==> config.mk <==
export PLATFORM = sky130hd
export DESIGN_NAME = alloc_req_ctl
export DESIGN_NICKNAME = d
export VERILOG_FILES = /design/src/rtl/alloc_req_ctl.sv
export SDC_FILE = /design/constraint.sdc
export NUM_CORES = 1
export LEC_CHECK = 0
export ABC_AREA = 0
export CORE_UTILIZATION = 31
export DETAILED_ROUTE_END_ITERATION = 8
export GPL_TIMING_DRIVEN = 0
export PLACE_DENSITY = 0.87
export SLEW_MARGIN = 5
export SYNTH_ARGS = -nofsm -noshare
export SYNTH_HDL_FRONTEND = slang
export SYNTH_SLANG_ARGS = --single-unit
export TNS_END_PERCENT = 1
==> constraint.sdc <==
create_clock -name clk -period 1.52 [get_ports clk]
set_clock_uncertainty 0.2 [all_clocks]
set_input_delay 0.304 -clock clk [delete_from_list [all_inputs] [get_ports clk]]
set_output_delay 0.304 -clock clk [all_outputs]
set_load 0.05 [all_outputs]
==> src/rtl/alloc_req_ctl.sv <==
// alloc_req_ctl -- per-input-port requester for the M-N match allocator.
//
// Accepts a packet header, raises a request row towards the allocator, and
// waits for a grant on one of the acceptable resources. It then streams the
// packet's flits straight through to the crossbar, drops the request after the
// tail flit, and waits for the grant to fall. This is a four-phase
// req/gnt handshake, and the request never drops before the grant is used.
//
// Ports
//   clk, rst_n            clock, synchronous active-low reset
//   hdr_vld/hdr_rdy       header handshake; hdr_mask = acceptable resources,
//                         hdr_len = flit count minus one
//   req [M]               request row to allocator (registered)
//   gnt [M]               grant column from allocator
//   sel [M]               one-hot resource currently owned, 0 when none
//   fi_vld/fi_rdy/fi_data upstream flit handshake
//   fo_vld/fo_rdy/fo_data downstream (crossbar) flit handshake, zero latency
//   fo_tail               last flit of packet
//   err                   one-cycle protocol-violation pulse
module alloc_req_ctl #(
  parameter int M  = 2,
  parameter int DW = 32,
  parameter int LW = 4
) (
  input  logic          clk,
  input  logic          rst_n,
  input  logic          hdr_vld,
  output logic          hdr_rdy,
  input  logic [M-1:0]  hdr_mask,
  input  logic [LW-1:0] hdr_len,
  output logic [M-1:0]  req,
  input  logic [M-1:0]  gnt,
  output logic [M-1:0]  sel,
  input  logic          fi_vld,
  output logic          fi_rdy,
  input  logic [DW-1:0] fi_data,
  output logic          fo_vld,
  input  logic          fo_rdy,
  output logic [DW-1:0] fo_data,
  output logic          fo_tail,
  output logic          err
);

  typedef enum logic [1:0] {IDLE, REQ, XFER, REL} state_t;

  state_t        state;
  logic [M-1:0]  mask_q;
  logic [LW-1:0] cnt;
  logic          drop_seen;   // grant-loss already flagged for this packet

  logic [M-1:0]  v, v_low;
  logic          multi, in_xfer, beat;

  // Only grants on resources we asked for count.
  assign v       = gnt & mask_q;
  // Two's-complement trick isolates the lowest set bit.
  assign v_low   = v & (~v + M'(1));
  assign multi   = |(v & ~v_low);

  // Flit path is combinational so streaming adds no latency.
  assign in_xfer = (state == XFER);
  assign fo_vld  = in_xfer & fi_vld;
  assign fi_rdy  = in_xfer & fo_rdy;
  assign fo_data = fi_data;
  assign fo_tail = in_xfer && (cnt == '0);
  assign beat    = in_xfer & fi_vld & fo_rdy;

  always_ff @(posedge clk) begin
    if (!rst_n) begin
      state     <= IDLE;
      req       <= '0;
      sel       <= '0;
      hdr_rdy   <= 1'b0;
      err       <= 1'b0;
      cnt       <= '0;
      mask_q    <= '0;
      drop_seen <= 1'b0;
    end else begin
      err <= 1'b0;
      case (state)
        IDLE: begin
          hdr_rdy <= 1'b1;
          if (hdr_vld && hdr_rdy) begin
            mask_q <= hdr_mask;
            cnt    <= hdr_len;
            // An empty mask can never be served: consume and flag it.
            if (hdr_mask == '0) begin
              err <= 1'b1;
            end else begin
              state   <= REQ;
              req     <= hdr_mask;
              hdr_rdy <= 1'b0;
            end
          end
        end
        REQ: begin
          if (v != '0) begin
            sel       <= v_low;
            state     <= XFER;
            drop_seen <= 1'b0;
            if (multi) err <= 1'b1;
          end
        end
        XFER: begin
          if (!drop_seen && ((gnt & sel) == '0)) begin
            err       <= 1'b1;
            drop_seen <= 1'b1;
          end
          if (beat) begin
            if (cnt == '0) begin
              state <= REL;
              req   <= '0;
              sel   <= '0;
            end else begin
              cnt <= cnt - LW'(1);
            end
          end
        end
        REL: begin
          // Entered with req already low, so req stays low at least one cycle.
          if (v == '0) begin
            state   <= IDLE;
            hdr_rdy <= 1'b1;
          end
        end
        default: state <= IDLE;
      endcase
    end
  end

endmodule

==> results.toml <==
[worst_setup_path]
slowest_delay_ps = 350
reg2reg_from = "state[0]"
path_cells = "inv_4 -> ha_4 -> buf_6 -> buf_8 -> and2_4 -> buf_8"
regToRegEndpoint = "cnt[0]"
crit_path_frequent_cell = "buf_8"
crit_end = "fi_rdy"
cp_top_family = "buffers and inverters"
worst_setup_path_start_kind = "flop"
ff2ff_path_depth = 7
worst_setup_path_end_kind = "primary output"
critPathArrivalTime_ps = 1330
worstSetupStartpoint = "state[0]"
crit_type = "flop to primary output"
crit_buf_inv = 4
path_depth = 6
slowest_stage = "dfxtp_2"
worstPathMaxFanout = 4
rrSetupSlack_ps = -210
crit_required_ps = 1020

[sta]
finalHoldViolations = 0
fin_crit_sh_pct = 121
tightest_slew_ps = 356
setup_viol = 14
slew_headroom_pct = 76.3
clock.fmax_mhz = 544
min_period_ps = 1840
drv_slew = 0
worst_slack_ps = -319
rsz0062_at_grt = "yes"

[drt]
via_count = 1208
wirelength_um = 3020
wire_per_inst_um = 11.9
vias_per_cell = 4.77
firstDrtPassIters = 4
drt_iter0_markers = 41
detail-route-antenna-nets = 0
drc = 0

[placement]
post-dp-hpwl_um = 2190
placed_cells_incl_taps = 245
io_buffers = 52
gp_congestion = 0.842

[final_layout]
drive_gt1_share_pct = 53.2
fin_cells = 253
area_growth_pct = 57.4
fin_util_pct = 50.8
diodes = 0
num-nets-final = 258
n_fill_cell = 342

[power_and_ir_drop]
power_mw = 2.77
power.leakage_nw = 0.859
cellPowerDensity_nw_per_um2 = 1490
peakVddDrop_mv = 1.01

[global_route]
grt-ovfl-total = 0
grt_pass1_wl_um = 4780
grt_use_total_pct = 15.0
grt_antenna_before_repair = 0
grt_pass1_vias = 1128
grt_max_degree = 11

[synth]
yosys-top-cells-area = "dfxtp_1, buf_4, ha_1"
synth.avg_cell_area_um2 = 8.15
synth_warnings = 0
ys_types = 37
yosysTopAreaCell = "dfxtp_1"
syn-num-nets = 197
ys_seq_area_share_pct = 25.4
synth_top_area_share_pct = 25.4
syn_area_um2 = 1180
ys_ff_latch = 15
syn_inst = 145

[floorplan]
pin_count = 86
coreArea_um2 = 3660
initial_core_util_pct = 32.3
fp.dieW_um = 63.7
row_count = 22
die_h_um = 63.7
die_area_um2 = 4060

[clocking]
ctsRootBufferMaster = "clkbuf_8"
cts_buffers = 3
cts_max_level = 1
clock_tree.buffer_depth = 2
cts_tree = "done"
path_clk_slew_ps = 60
cts_sinks = 15
clk_latency_ps = 250

[run_status]
violations = "negative setup slack"
status = "finished with violations"

[flow_run]
cap_violations = 0

[min_path]
hp-class = "input pin to flop"
-- flip-flops by register name, summed over array words and instances, names as in the netlist --
name,flops
drop_seen,1
req,2
err,1
sel,2
hdr_rdy,1
mask_q,2
cnt,4
state,2
-- per-layer routing --
layer  vias to the layer above  global-route usage (%)  routed length (um)
met3                         5                    3.99                 245
met1                       553                    16.6                1250
met2                        59                    25.3                1480
li1                        591                       -                   -
met4                         0                    9.09                  48
met5                         -                       0                   0
-- final cells by class --
class,count,area [um^2],area share [%]
Clock buffer,4,45.0,2.42
Timing Repair Buffer,56,469,25.2
Inverter,9,36.3,1.95
Multi-Input combinational cell,85,667,35.9
Sequential cell,15,305,16.4
Tap cell,48,60.1,3.23
Buffer,36,277,14.9
-- cells in the final DEF (no fill, tap or decap), types with 2 or more instances in the layout --
cell              n
o21ai_1           2
clkdlybuf4s15_2   3
o21a_1            2
nand4_1           2
o21ai_0           3
dfxtp_1          11
clkbuf_8          3
inv_2             3
a21oi_1           6
nor2b_1           2
buf_2             5
inv_1             5
dfxtp_2           4
clkdlybuf4s50_1   7
nand3_2           2
nor2_1            5
mux2i_1           6
ha_4              3
nor3_1            3
buf_6             2
o32ai_1           2
ha_1              3
a21bo_2           2
buf_8             3
a221oi_1          2
and2_4            2
dlygate4sd2_1     3
nand2_1          14
buf_4            68
nand3_1           4
-- cells in the mapped netlist --
cell,instances
o211a_1,1
a21oi_1,6
o21ai_0,4
buf_2,4
a211oi_2,1
and2_1,2
a221oi_1,2
ha_1,7
and4_1,1
or2_2,1
nand4_1,2
inv_1,9
nor2b_1,2
mux2i_1,6
nand3b_1,1
a21bo_2,2
nand4bb_1,1
o31ai_1,1
o21ai_1,2
xnor2_1,1
nor3_1,3
nand2_1,14
o32ai_1,2
a31oi_1,1
a21boi_0,1
o21a_1,2
nand2b_1,1
nand3_1,6
nand4b_1,1
a311oi_1,1
a32o_1,1
dfxtp_1,15
o211ai_1,1
buf_4,32
nor2_1,6
a22o_1,1
nor4b_2,1
-- per-stage QoR --
| stage | setup WS (ps) | area [um^2] | hold slack, ps | setup TNS [ps] |
|---|---|---|---|---|
| finish | -319 | 1860 | 156 | -2260 |
| global route | -356 | 1860 | 164 | -3330 |
| CTS | -292 | 1840 | 157 | -1950 |
| detailed placement | -883 | 1780 | 262 | -11900 |
| global placement | -876 | 1780 | 252 | -11510 |
| floorplan | -96.4 | 1200 | 243 | -427 |
-- power breakdown --
group | switching (mW) | internal, mW
clock | 0.143 | 0.186
combinational | 1.02 | 0.783
sequential | 0.122 | 0.525
total | 1.28 | 1.49
-- cell families (layout without fill, tap and decap cells) --
family / after synthesis / after routing / share of synthesized area [%]
buffers and inverters: 45 / 105 / 24.9
and+or+nand+nor: 42 / 42 / 18.7
AOI/OAI and AO/OA: 29 / 29 / 17.7
DFF: 15 / 15 / 25.4
adders and majority gates: 7 / 7 / 7.41
muxes: 6 / 6 / 5.08
xor gates and xnor gates: 1 / 1 / 0.742
-- worst min path at each step --
stage | startpoint | end | slack [ps] | depth (start not counted)
final | rst_n | sel[1] | 160 | 2
after global routing | rst_n | sel[1] | 160 | 2
after CTS | rst_n | sel[1] | 160 | 2
after detailed placement | req[1] | req[1] | 260 | 2
after global placement | req[0] | req[0] | 250 | 2
after floorplan | hdr_mask[0] | req[0] | 240 | 2
-- timing repair --
item | CTS | global route
setup endpoints to repair | 54 | 19
resized for setup | 87 | 16
pin swaps | 4 | 4
hold buffers | 0 | 0
hold endpoints to repair | 0 | 0
buffers inserted | 4 | 0
Note: power is estimated with default switching activity, not from simulation.
==> patch, RTL diff (config.mk and constraints unchanged) <==
`LW`: 4 -> 2.
--- a/src/rtl/alloc_req_ctl.sv
+++ b/src/rtl/alloc_req_ctl.sv
@@ -21,5 +21,5 @@
   parameter int M  = 2,
   parameter int DW = 32,
-  parameter int LW = 4
+  parameter int LW = 2
 ) (
   input  logic          clk,
Ports: changed (resized hdr_len); port bits go from 86 to 84. No check against the original RTL was run, so the function may have changed too.
==> patch against the original RTL <==
- the run still ends with negative setup slack left
- sequential cell count down 2
- setup slack better by 0.12 ns
- synthesized area decreased by 15%
- first-iteration DRC count is 59% lower
- power down 23%
- clock power decreased by 34%
- register-to-register slack improved by 0.08 ns
- wire length down 19%
- final area is 13% lower
- critical path type unchanged
- critical endpoint is now fo_vld
- largest cell class unchanged
==> patch: results (changes against the original RTL) <==
- Via count: 991 (-18%)
- Crit path largest cell delay: approximately 0.34 ns
- Hold_sp: rst_n
- Register area share after synthesis: 25.9% (+0.48 points)
- Worst rel slew slack: 80.6% (+4.3 points)
- Setup crit start: state[0]$_SDFFE_PN0P_
- Global-route wire length before repair: 3.69 mm (-23%)
- DRT Pass-1 Iters: 4 (unchanged)
- Most frequent cells after synthesis: buf_4, dfxtp_1, nand2_1
- Post-place setup slack: -0.766 ns (+0.117 ns)
- Ranking of synthesized cells by area: dfxtp_1, buf_4, mux2i_1
- Clk slew on worst S/H paths: 0.08 ns (+0.02 ns)
- Final Setup Violations: 11 (-3)
- Peak VDD IR: 0.000474 V (-53%)
- Crit-path slowest cell: dfxtp_2
- Synth unique cells: 29 (-22%)
- Crit Path Max Fanout: 5 (+1)
- Syn nets: 168 (-15%)
- Vias in the first global route: 916 (-19%)
- Setup TNS: -1.20 ns (+1.06 ns)
- Initial antenna violation count: 0 (unchanged)
- Setup ws final: -0.199 ns (+0.119 ns)
- # nets final: 227 (-12%)
- Reg2reg start: state[0]$_SDFFE_PN0P_
- Hold Path Depth: 2 (unchanged)
- Fillcell total: 294 (-14%)
- Share of cells above drive strength 1: 58.4% (+5.3 points)
- H-tree levels: 1 (unchanged)
- Post-synth top flop: dfxtp_1
- Clk_lat worst skew: 0.28 ns (+0.03 ns)
- Ant. Diodes: 0 (unchanged)
- Hpwl dp: 1.92 mm (-12%)
- Iter 0 DRT Violations: 17 (-59%)
- Yosys Warn Count: 0 (unchanged)
- Largest net degree at the start of global routing: 10 (-1)
- Cts bufs inserted: 3 (unchanged)
- Outcome: finished with violations
- Routed len/inst: 11.1 um (-7.4%)
- Root Driver: clkbuf_4
- Hold crit path type: input port to flop
- Crit path arrival time: 1.22 ns (-0.11 ns)
- Async SR Flop Fraction: 0% (unchanged)
- All-Layer GR Usage: 14.0% (-0.93 points)
- RD Place Congestion: 0.818 (-2.9%)
- Violated checks: negative setup slack
- Reg2Reg Depth: 7 (unchanged)
- Leak: 0.771 nW (-10%)
- Port Buffers: 50 (-3.8%)
- Longest Clk Path Bufs: 2 (unchanged)
patch: changes by cell type after synthesis, sizes merged, moves of 2 or more:
cell	delta
a21bo	-2
a21o	+2
a21oi	-2
dfxtp	-2
ha	-2
inv	-3
nand2	-4
nor2b	-2
o21ai	-3
o32ai	-2
patch: area by class of cell:
cell class	count	share of cell area [%]
Multi-Input combinational cell	65	33.2
Timing Repair Buffer	54	27.2
Buffer	35	16.7
Sequential cell	13	16.3
Tap cell	44	3.39
Clock buffer	4	1.62
Inverter	7	1.62
patch: path summary, 6_finish.rpt:
kind / end / slack (ns)
max: fo_vld / -0.20
min: hdr_rdy$_SDFFE_PN0P_ / 0.12
max reg2reg: state[1]$_SDFFE_PN0P_ / -0.13
min reg2reg: req[1]$_SDFFE_PN0P_ / 0.28
patch: stage by stage:
stage / hold slack (ns) / utilization (%) / instances / cell area, um^2 / total power [W]
6_report: 0.115 / 53.2 / 222 / 1620 / 0.00214
5_1_grt: 0.100 / 53.2 / 222 / 1620 / 0.00228
4_1_cts: 0.113 / 52.7 / 221 / 1610 / 0.00211
3_5_place_dp: 0.268 / 51.5 / 214 / 1570 / 0.00175
3_3_place_gp: 0.262 / 51.5 / 214 / 1570 / 0.00172
2_1_floorplan: 0.230 / - / 120 / 1020 / 0.00145
patch: timing repair:
item / CTS / global route
pin swaps: 6 / 4
setup buffers: 3 / 1
resized for setup: 93 / 10
endpoints found under the hold margin: 0 / 0
setup endpoints to repair: 53 / 18
cloned: 0 / 0
patch: where the power goes:
group | switching (W) | internal [W] | leakage [nW]
clock network | 0.000115 | 0.000102 | 0.0150
logic | 0.000789 | 0.000639 | 0.649
registers | 0.0000672 | 0.000433 | 0.107
patch: cells by family (layout without fill, tap and decap cells):
family,count (synthesis),after routing,share of synthesized area [%]
adders and majority gates,5,5,6.23
DFF,13,13,25.9
muxes,7,7,6.97
buffers and inverters,42,100,28.6
and+or+nand+nor,30,30,14.3
AOI/OAI and AO/OA,23,23,17.9
patch: per-layer routing:
metal  vias up  GRT usage [%]  share of wire [%]  wire length, um
met3         5           5.49                9.6              236
li1        497              -                  -                -
met5         -              0                  0                0
met1       436           13.8                 37              906
met4         0           4.08               0.86               21
met2        53           26.8                 53             1290
patch: critical path, delay by kind of cell, from the launching register on:
kind,cells,cell delay [ns]
adder cells (fa/ha/maj),1,0.16
buffers and inverters,3,0.31
flip-flops,1,0.34
AND/OR/NAND/NOR,1,0.13
